[src/rtl/mouse_receiver_pkg.sv]
// Shared definitions for the PS/2 mouse receiver.
// Contents: the receiver state enum, the default timeout value, the error-code
// bit positions, and the odd-parity helper.
package mouse_receiver_pkg;

    typedef enum logic [2:0] {
        ST_IDLE,
        ST_DATA,
        ST_PARITY,
        ST_STOP,
        ST_DONE
    } state_t;

    // 100 us at 50 MHz
    localparam int TIMEOUT_CYCLES_DEFAULT = 5000;

    localparam int ERR_PARITY = 0;
    localparam int ERR_STOP   = 1;

    // The PS/2 parity bit makes the total count of ones in data plus parity odd.
    function automatic logic odd_parity(input logic [7:0] data);
        return ~^data;
    endfunction

endpackage

[src/rtl/mouse_receiver_ps2_edge_sync.sv]
// ps2_edge_sync: brings the PS/2 clock and data lines into the system clock
// domain and produces a one-cycle pulse for each falling edge of the mouse clock.
// Ports:
//   clk         system clock
//   rst_n       asynchronous active-low reset; all stages reset to 1 (idle bus)
//   clk_mouse   raw PS/2 clock
//   data_mouse  raw PS/2 data
//   data_sync   synchronised PS/2 data
//   clk_fall    one-cycle pulse on a falling edge of the synchronised PS/2 clock
module ps2_edge_sync #(
    parameter int SYNC_STAGES = 2
) (
    input  logic clk,
    input  logic rst_n,
    input  logic clk_mouse,
    input  logic data_mouse,
    output logic data_sync,
    output logic clk_fall
);

    logic [SYNC_STAGES-1:0] clk_pipe;
    logic [SYNC_STAGES-1:0] data_pipe;
    logic                   clk_prev;

    always_ff @(posedge clk or negedge rst_n) begin
        if (!rst_n) begin
            clk_pipe  <= '1;
            data_pipe <= '1;
            clk_prev  <= 1'b1;
        end else begin
            clk_pipe[0]  <= clk_mouse;
            data_pipe[0] <= data_mouse;
            for (int i = 1; i < SYNC_STAGES; i++) begin
                clk_pipe[i]  <= clk_pipe[i-1];
                data_pipe[i] <= data_pipe[i-1];
            end
            clk_prev <= clk_pipe[SYNC_STAGES-1];
        end
    end

    assign data_sync = data_pipe[SYNC_STAGES-1];
    // Previous sample high and current sample low; rising edges produce nothing.
    assign clk_fall  = clk_prev & ~clk_pipe[SYNC_STAGES-1];

endmodule

[src/rtl/mouse_receiver.sv]
// mouse_receiver: receives 11-bit PS/2 frames (start, D0..D7, odd parity, stop)
// from a mouse and delivers each byte with its error flags.
// Ports:
//   CLK              system clock (50 MHz nominal)
//   RESET            asynchronous active-low reset
//   CLK_MOUSE_IN     PS/2 clock, idles high
//   DATA_MOUSE_IN    PS/2 data, idles high
//   READ_ENABLE      high = start bits are accepted
//   BYTE_READ        last received byte
//   BYTE_ERROR_CODE  bit0 parity error, bit1 stop-bit error
//   BYTE_READY       one-cycle strobe when BYTE_READ/BYTE_ERROR_CODE are new
//
// state     | meaning
// ----------+----------------------------------------------------
// ST_IDLE   | waiting for a start bit (data 0) while READ_ENABLE is high
// ST_DATA   | shifting in D0..D7, LSB first
// ST_PARITY | sampling the parity bit and checking it
// ST_STOP   | sampling the stop bit and checking it
// ST_DONE   | publishing the byte and pulsing BYTE_READY
module mouse_receiver
    import mouse_receiver_pkg::*;
#(
    parameter int TIMEOUT_CYCLES = TIMEOUT_CYCLES_DEFAULT,
    parameter int SYNC_STAGES    = 2
) (
    input  logic       CLK,
    input  logic       RESET,
    input  logic       CLK_MOUSE_IN,
    input  logic       DATA_MOUSE_IN,
    input  logic       READ_ENABLE,
    output logic [7:0] BYTE_READ,
    output logic [1:0] BYTE_ERROR_CODE,
    output logic       BYTE_READY
);

    localparam int TIMEOUT_W = $clog2(TIMEOUT_CYCLES + 1);

    state_t               state;
    state_t               next_state;
    logic                 data_sync;
    logic                 clk_fall;
    logic [7:0]           shift;
    logic [2:0]           bit_cnt;
    logic [1:0]           err;
    logic [TIMEOUT_W-1:0] timeout_cnt;
    logic                 timed_out;

    ps2_edge_sync #(
        .SYNC_STAGES (SYNC_STAGES)
    ) u_sync (
        .clk        (CLK),
        .rst_n      (RESET),
        .clk_mouse  (CLK_MOUSE_IN),
        .data_mouse (DATA_MOUSE_IN),
        .data_sync  (data_sync),
        .clk_fall   (clk_fall)
    );

    always_ff @(posedge CLK or negedge RESET) begin
        if (!RESET) begin
            state <= ST_IDLE;
        end else begin
            state <= next_state;
        end
    end

    always_comb begin
        next_state = state;
        // A falling edge on the same cycle as the limit still counts as activity.
        timed_out  = (state != ST_IDLE) && !clk_fall &&
                     (timeout_cnt == TIMEOUT_W'(TIMEOUT_CYCLES - 1));
        case (state)
            ST_IDLE:   if (clk_fall && !data_sync && READ_ENABLE) next_state = ST_DATA;
            ST_DATA:   if (clk_fall && bit_cnt == 3'd7)           next_state = ST_PARITY;
            ST_PARITY: if (clk_fall)                              next_state = ST_STOP;
            ST_STOP:   if (clk_fall)                              next_state = ST_DONE;
            ST_DONE:   next_state = ST_IDLE;
            default:   next_state = ST_IDLE;
        endcase
        if (timed_out) begin
            next_state = ST_IDLE;
        end
    end

    always_ff @(posedge CLK or negedge RESET) begin
        if (!RESET) begin
            shift           <= 8'h00;
            bit_cnt         <= 3'd0;
            err             <= 2'b00;
            timeout_cnt     <= '0;
            BYTE_READ       <= 8'h00;
            BYTE_ERROR_CODE <= 2'b00;
            BYTE_READY      <= 1'b0;
        end else begin
            BYTE_READY <= 1'b0;

            if (state == ST_IDLE || clk_fall) begin
                timeout_cnt <= '0;
            end else if (!timed_out) begin
                timeout_cnt <= timeout_cnt + TIMEOUT_W'(1);
            end

            case (state)
                ST_IDLE: begin
                    if (next_state == ST_DATA) begin
                        bit_cnt <= 3'd0;
                        err     <= 2'b00;
                    end
                end
                ST_DATA: begin
                    if (clk_fall) begin
                        shift[bit_cnt] <= data_sync;
                        bit_cnt        <= bit_cnt + 3'd1;
                    end
                end
                ST_PARITY: begin
                    if (clk_fall) begin
                        err[ERR_PARITY] <= (data_sync != odd_parity(shift));
                    end
                end
                ST_STOP: begin
                    if (clk_fall) begin
                        err[ERR_STOP] <= ~data_sync;
                    end
                end
                ST_DONE: begin
                    BYTE_READ       <= shift;
                    BYTE_ERROR_CODE <= err;
                    BYTE_READY      <= 1'b1;
                end
                default: ;
            endcase
        end
    end

endmodule

[config.mk]
export PLATFORM = sky130hd
export DESIGN_NAME = mouse_receiver
export DESIGN_NICKNAME = d
export VERILOG_FILES = /design/src/rtl/mouse_receiver_pkg.sv /design/src/rtl/mouse_receiver_ps2_edge_sync.sv /design/src/rtl/mouse_receiver.sv
export SDC_FILE = /design/constraint.sdc
export NUM_CORES = 1
export LEC_CHECK = 0
export ABC_CLOCK_PERIOD_IN_PS = 5000
export CORE_MARGIN = 8
export CORE_UTILIZATION = 40
export CTS_BUF_LIST = sky130_fd_sc_hd__clkbuf_4 sky130_fd_sc_hd__clkbuf_8
export DETAILED_ROUTE_END_ITERATION = 8
export GPL_ROUTABILITY_DRIVEN = 0
export GPL_TIMING_DRIVEN = 0
export PLACE_DENSITY = 0.58
export RECOVER_POWER = 50
export SLEW_MARGIN = 15
export SYNTH_ARGS = -nofsm -noshare
export SYNTH_HDL_FRONTEND = slang
export SYNTH_SLANG_ARGS = --single-unit
[constraint.sdc]
create_clock -name CLK -period 5 [get_ports CLK]
set_input_delay 0.5 -clock CLK [delete_from_list [all_inputs] [get_ports CLK]]
set_output_delay 0.5 -clock CLK [all_outputs]
set_load 0.05 [all_outputs]
==> flow_metrics.env, run 1 <==
export IMPL_crit_path_top_delay_cell="nor4b_1"
export IMPL_cts_root_buf="clkbuf_8"
export IMPL_synth_edf_count=0
export IMPL_first_pass_iters=4
export IMPL_crit_arrival_ns=2.44
export IMPL_crit_type="register to register"
export IMPL_grt_pass1_wl_um=6237
export IMPL_path_cells="clkbuf_1, nor4b_1, nand3b_1, nor3b_1, mux2_2"
export IMPL_core_sq_mm=0.005010
export IMPL_cts_buffers_inserted=5
export IMPL_path_max_fanout=10
export IMPL_die_h_um=87.30
export IMPL_drtIter0Drc=84
export IMPL_max_cap_violations=0
export IMPL_rr_worst_depth=5
export IMPL_drcViolationCount=0
export IMPL_die_w_um=87.30
export IMPL_slew_headroom_pct=15.24
export IMPL_wl_per_cell_um=13.42
export IMPL_num_vias=1334
export IMPL_netlist_instances=172
export IMPL_synth_top_area_cell="dfrtp_1"
export IMPL_grt_pass1_vias=1407
export IMPL_fin_skew_ns=0.006082
export IMPL_ys_flop_type="dfrtp_1"
export IMPL_hold_depth=0
export IMPL_holdCritStartpoint="u_sync.data_pipe[0]$_DFF_PN1_"
export IMPL_htreeDepth=2
export IMPL_antenna_cells=0
export IMPL_ys_seq_area_share_pct=55.69
export IMPL_synth_top_area_share_pct=49.23
export IMPL_max_freq_mhz=444.8
export IMPL_yosysUniqueCellTypes=37
export IMPL_start_util_pct=40.58
export IMPL_detail_route_wirelength_um=3571
export IMPL_place_area_sq_mm=0.002286
export IMPL_synth_seq_cells=45
export IMPL_r2r_end="shift[2]$_DFFE_PN0P_"
export IMPL_async_flop_share_pct=100.0
export IMPL_row_count=26
export IMPL_final_common_cell="dfrtp_1"
export IMPL_clk_path_buf_depth=2
export IMPL_tritoncts="done"
export IMPL_synth_area_sq_mm=0.002033
export IMPL_cts_hold_fix_buffers=0
export IMPL_fp_dieArea_sq_mm=0.007620
export IMPL_io_buffers=15
export IMPL_synthTopCellsByArea="dfrtp_1 49%, mux2_2 10%, dfstp_2 6.5%, xnor2_1 4.3%, nor2_1 2.4%"
export IMPL_syn_nets=180
export IMPL_fin_crit_ns=2.248
export IMPL_multi_input_area_sq_um=859.6
export IMPL_yosysWarnings=0
export IMPL_ios=16
export IMPL_rr_startpoint="state[1]$_DFF_PN0_"
export IMPL_mostFrequentLayoutCells="40 x dfrtp_1, 18 x mux2_2, 13 x nor2_1, 12 x clkdlybuf4s50_1"
export IMPL_syn_area_per_cell_sq_um=11.82
export IMPL_fillers=480
export IMPL_cp_top_family="simple AND/OR/NAND/NOR gates"
export IMPL_period_share_pct=44.96
export IMPL_power_density_mw_per_mm2=466.6
export IMPL_gr_total_overflow=0
export IMPL_ant_nets=0
export IMPL_drv_slew=0
export IMPL_peakVddDrop_mv=0.2094
export IMPL_drive_above_1_share_pct=18.37
export IMPL_leakage_uw=0.001030
export IMPL_fin_tns_setup_ns=0
export IMPL_stdcell_count=266
export IMPL_grt_start_max_net_pins=26
export IMPL_status="completed"
export IMPL_ff_latch_area_sq_mm=0.001132
export IMPL_insertion_delay_ns=0.30
export IMPL_worstHoldEndpoint="u_sync.data_pipe[1]$_DFF_PN1_"
export IMPL_postCtsSetupBuffers=0
export IMPL_rsz0062_at_grt="no"
export IMPL_worstPathRequired_ns=5.19
export IMPL_cts_resized=0
export IMPL_whs_ns=0.3600
export IMPL_start_kind="register"
export IMPL_clock_sinks=45
export IMPL_max_stage_delay_ns=0.58
export IMPL_stdcell_area_sq_mm=0.002389
export IMPL_detailed_place_hpwl_um=2577
export IMPL_nets=203
export IMPL_grtUsageTotal_pct=10.56
export IMPL_tightest_slew_ns=1.271
export IMPL_hold_violations=0
export IMPL_worst_path_buf_inv=1
export IMPL_post_drt_via_cell_ratio=5.015
export IMPL_cts_clk_slew_worst_paths_ns=0.08
export IMPL_r2r_slack_ns=2.75
export IMPL_antenna_found_initial=0
export IMPL_crit_path_end_kind="register"
export IMPL_hold_class="register to register"
export IMPL_setup_violations=0
export IMPL_area_delta_synth_final_pct=17.48
export IMPL_placedCellCount=258
-- through the flow --
stage,power (uW),util [%],worst slack [ns]
4_1_cts,1137,48.03,2.781
5_1_grt,1188,47.68,2.367
2_1_floorplan,755.2,-,3.059
3_3_place_gp,830.7,45.33,2.245
6_report,1115,47.68,2.752
3_5_place_dp,845.5,45.63,2.818
-- worst max-delay path by stage --
stage / from / endpoint / slack (ns) / depth (start not counted)
3_3_place_gp: RESET / timeout_cnt[11]$_DFFE_PN0P_ / 2.24 / 1
2_1_floorplan: timeout_cnt[3]$_DFFE_PN0P_ / timeout_cnt[2]$_DFFE_PN0P_ / 3.06 / 5
3_5_place_dp: state[1]$_DFF_PN0_ / shift[2]$_DFFE_PN0P_ / 2.82 / 5
6_report: state[1]$_DFF_PN0_ / shift[2]$_DFFE_PN0P_ / 2.75 / 5
4_1_cts: state[1]$_DFF_PN0_ / shift[2]$_DFFE_PN0P_ / 2.78 / 5
5_1_grt: RESET / timeout_cnt[7]$_DFFE_PN0P_ / 2.37 / 2
-- registers in the layout, summed over array words and instances (netlist names) --
signal            flops
BYTE_ERROR_CODE       2
BYTE_READ             8
BYTE_READY            1
bit_cnt               3
err                   2
shift                 8
state                 3
timeout_cnt          13
u_sync.clk_pipe       2
u_sync.clk_prev       1
u_sync.data_pipe      2
-- metal layers --
metal  GRT usage [%]  routed length [um]  up-vias
li1                -                   -      654
met1           11.57                1580      659
met2           17.70                1770       16
met3           3.774                 163        5
met4           5.000                  57        0
met5               0                   0        -
-- where the power goes --
group          switching [uW]  internal, uW
clock                     116           168
combinational             155           167
sequential               71.9           436
total                     343           771
-- Yosys cell counts, types with 3 or more instances --
| cell | count |
|---|---|
| clkbuf_1 | 7 |
| nand2_1 | 10 |
| nand4_1 | 3 |
| xnor2_1 | 10 |
| ha_1 | 3 |
| nor2_1 | 13 |
| nand3_1 | 5 |
| or3_1 | 3 |
| o21ai_0 | 5 |
| nor3b_1 | 6 |
| nor3_1 | 8 |
| a21oi_1 | 7 |
| dfrtp_1 | 40 |
| dfstp_2 | 5 |
| mux2_2 | 18 |
| xor2_1 | 3 |
-- cell type report --
| class | count | share of cell area (%) |
|---|---|---|
| Buffer | 8 | 1.572 |
| Clock buffer | 7 | 3.772 |
| Clock inverter | 1 | 1.257 |
| Inverter | 1 | 0.1572 |
| Multi-Input combinational cell | 118 | 35.99 |
| Sequential cell | 45 | 47.41 |
| Tap cell | 70 | 3.667 |
| Timing Repair Buffer | 16 | 6.181 |
-- cell families (layout without fill, tap and decap cells) --
group	after synthesis	in the layout	synth area share, %
and+or+nand+nor	62	62	17.05
DFF	45	45	55.69
AOI/OAI and AO/OA	20	20	6.215
muxes	19	19	10.46
xor gates and xnor gates	14	14	6.708
buffers and inverters	9	33	2.031
adders and majority gates	3	3	1.846
(Power assumes the default switching activity.)
==> run 2, diff against run 1 <==
--- a/config.mk
+++ b/config.mk
@@ -5,14 +5,14 @@
 export SDC_FILE = /design/constraint.sdc
 export NUM_CORES = 1
 export LEC_CHECK = 0
-export ABC_CLOCK_PERIOD_IN_PS = 5000
+export ABC_CLOCK_PERIOD_IN_PS = 2000
 export CORE_MARGIN = 8
 export CORE_UTILIZATION = 40
 export CTS_BUF_LIST = sky130_fd_sc_hd__clkbuf_4 sky130_fd_sc_hd__clkbuf_8
 export DETAILED_ROUTE_END_ITERATION = 8
 export GPL_ROUTABILITY_DRIVEN = 0
 export GPL_TIMING_DRIVEN = 0
-export PLACE_DENSITY = 0.58
+export PLACE_DENSITY = 0.61
 export RECOVER_POWER = 50
 export SLEW_MARGIN = 15
 export SYNTH_ARGS = -nofsm -noshare
==> constraint.sdc (replaced) <==
create_clock -name CLK -period 2 [get_ports CLK]
set_input_delay 0.2 -clock CLK [delete_from_list [all_inputs] [get_ports CLK]]
set_output_delay 0.2 -clock CLK [all_outputs]
set_load 0.05 [all_outputs]
==> flow_metrics.env, run 2 (same netlist as run 1, synthesis figures left out) <==
export IMPL_max_cap_violations=0
export IMPL_fillers=465
export IMPL_clock_sinks=45
export IMPL_worstPathRequired_ns=2.20
export IMPL_antenna_found_initial=0
export IMPL_wl_per_cell_um=13.65
export IMPL_r2r_slack_ns=0.09
export IMPL_path_max_fanout=6
export IMPL_r2r_end="timeout_cnt[2]$_DFFE_PN0P_"
export IMPL_area_delta_synth_final_pct=20.62
export IMPL_clk_path_buf_depth=2
export IMPL_fin_skew_ns=0.01022
export IMPL_detail_route_wirelength_um=3698
export IMPL_fin_crit_ns=1.909
export IMPL_core_sq_mm=0.005010
export IMPL_path_cells="or3b_2, or4_4, and3_4, nor3_2"
export IMPL_worstHoldEndpoint="u_sync.data_pipe[1]$_DFF_PN1_"
export IMPL_grtUsageTotal_pct=10.82
export IMPL_regMostFlops="timeout_cnt"
export IMPL_crit_path_end_kind="register"
export IMPL_rr_startpoint="timeout_cnt[5]$_DFFE_PN0P_"
export IMPL_period_share_pct=95.43
export IMPL_grt_start_max_net_pins=35
export IMPL_wl_met1_um=1697
export IMPL_start_util_pct=40.58
export IMPL_leakage_uw=0.001070
export IMPL_mostFrequentLayoutCells="40 x dfrtp_1, 18 x mux2_2, 13 x nor2_1, 12 x clkdlybuf4s50_1"
export IMPL_setup_violations=0
export IMPL_nets=208
export IMPL_peakVddDrop_mv=0.7202
export IMPL_row_count=26
export IMPL_htreeDepth=2
export IMPL_start_kind="register"
export IMPL_max_freq_mhz=523.9
export IMPL_top_regs="timeout_cnt (13), BYTE_READ (8), shift (8)"
export IMPL_drcViolationCount=0
export IMPL_drive_above_1_share_pct=22.89
export IMPL_crit_type="register to register"
export IMPL_gr_total_overflow=0
export IMPL_status="completed"
export IMPL_ant_nets=0
export IMPL_ios=16
export IMPL_die_h_um=87.30
export IMPL_hold_violations=0
export IMPL_total_power_uw=2812
export IMPL_dr_wl_met3_um=174
export IMPL_first_pass_iters=6
export IMPL_antenna_cells=0
export IMPL_final_common_cell="dfrtp_1"
export IMPL_detailed_place_hpwl_um=2593
export IMPL_grt_pass1_vias=1355
export IMPL_num_vias=1384
export IMPL_crit_arrival_ns=2.11
export IMPL_cts_root_buf="clkbuf_8"
export IMPL_slew_headroom_pct=45.24
export IMPL_grt_pass1_wl_um=6389
export IMPL_cts_buffers_inserted=5
export IMPL_hold_class="register to register"
export IMPL_hold_depth=0
export IMPL_power_density_mw_per_mm2=1147
export IMPL_tightest_slew_ns=0.8213
export IMPL_drv_slew=0
export IMPL_whs_ns=0.3599
export IMPL_rr_worst_depth=4
export IMPL_crit_path_top_delay_cell="or4_4"
export IMPL_cts_clk_slew_worst_paths_ns=0.08
export IMPL_holdCritStartpoint="u_sync.data_pipe[0]$_DFF_PN1_"
export IMPL_tritoncts="done"
export IMPL_io_buffers=15
export IMPL_post_drt_via_cell_ratio=5.107
export IMPL_fin_tns_setup_ns=0
export IMPL_rsz0062_at_grt="no"
export IMPL_drtIter0Drc=58
export IMPL_largest_reg_flops=13
export IMPL_max_stage_delay_ns=0.59
export IMPL_route_met2_wl_um=1772
export IMPL_top_layer_used="met4"
export IMPL_die_w_um=87.30
export IMPL_fp_dieArea_sq_mm=0.007620
export IMPL_insertion_delay_ns=0.29
==> run 2: per-stage QoR <==
stage | area, sq um | setup slack (ns) | cells | util, %
after floorplan | 2033 | 0.05944 | 172 | -
after global placement | 2271 | -0.3746 | 257 | 45.33
after detailed placement | 2286 | -0.1863 | 258 | 45.63
after CTS | 2434 | 0.006499 | 269 | 48.58
after global routing | 2452 | 0.005123 | 271 | 48.95
final | 2452 | 0.09130 | 271 | 48.95
==> run 2: final cells by class <==
| cell class | instances | area (sq um) | area share [%] |
|---|---|---|---|
| clock inverter | 1 | 30.03 | 1.224 |
| multi-input combinational | 118 | 883.3 | 36.02 |
| buffer | 7 | 28.78 | 1.173 |
| timing repair buffer | 22 | 196.4 | 8.010 |
| sequential | 45 | 1132 | 46.17 |
| tap | 70 | 87.58 | 3.571 |
| clock buffer | 7 | 90.09 | 3.673 |
| inverter | 1 | 3.754 | 0.1531 |
==> run 2: timing repair <==
action,in CTS,in global routing
setup buffers,3,2
pin swaps,1,1
hold buffers,1,0
endpoints found under the setup margin,10,18
resized for setup,1,8
endpoints found under the hold margin,11,0
==> run 2: worst max-delay path: cells and delay by family (launching register included) <==
kind / cells / cell delay, ns
DFF: 1 / 0.41
and+or+nand+nor: 4 / 1.42
==> run 2: power breakdown <==
| group | switching [uW] | internal, uW | total, uW |
|---|---|---|---|
| clock | 282 | 421 | 702 |
| combinational | 403 | 435 | 838 |
| sequential | 182 | 1090 | 1270 |
| total | 868 | 1940 | 2810 |
==> run 2: how the worst max path moves through the flow <==
stage | startpoint | to | slack, ns | cells after the start
after detailed placement | state[1]$_DFF_PN0_ | shift[2]$_DFFE_PN0P_ | -0.19 | 5
after global placement | RESET | timeout_cnt[7]$_DFFE_PN0P_ | -0.37 | 1
after global routing | state[2]$_DFF_PN0_ | shift[6]$_DFFE_PN0P_ | 0.005 | 6
after CTS | state[1]$_DFF_PN0_ | shift[3]$_DFFE_PN0P_ | 0.006 | 5
final | timeout_cnt[5]$_DFFE_PN0P_ | timeout_cnt[2]$_DFFE_PN0P_ | 0.09 | 4
after floorplan | timeout_cnt[3]$_DFFE_PN0P_ | timeout_cnt[2]$_DFFE_PN0P_ | 0.06 | 5
==> run 2: metal layers <==
metal | global-route usage [%] | up-vias
met5 | 0 | -
met4 | 4.688 | 0
met3 | 3.774 | 6
met2 | 16.46 | 25
met1 | 13.48 | 682
li1 | - | 671
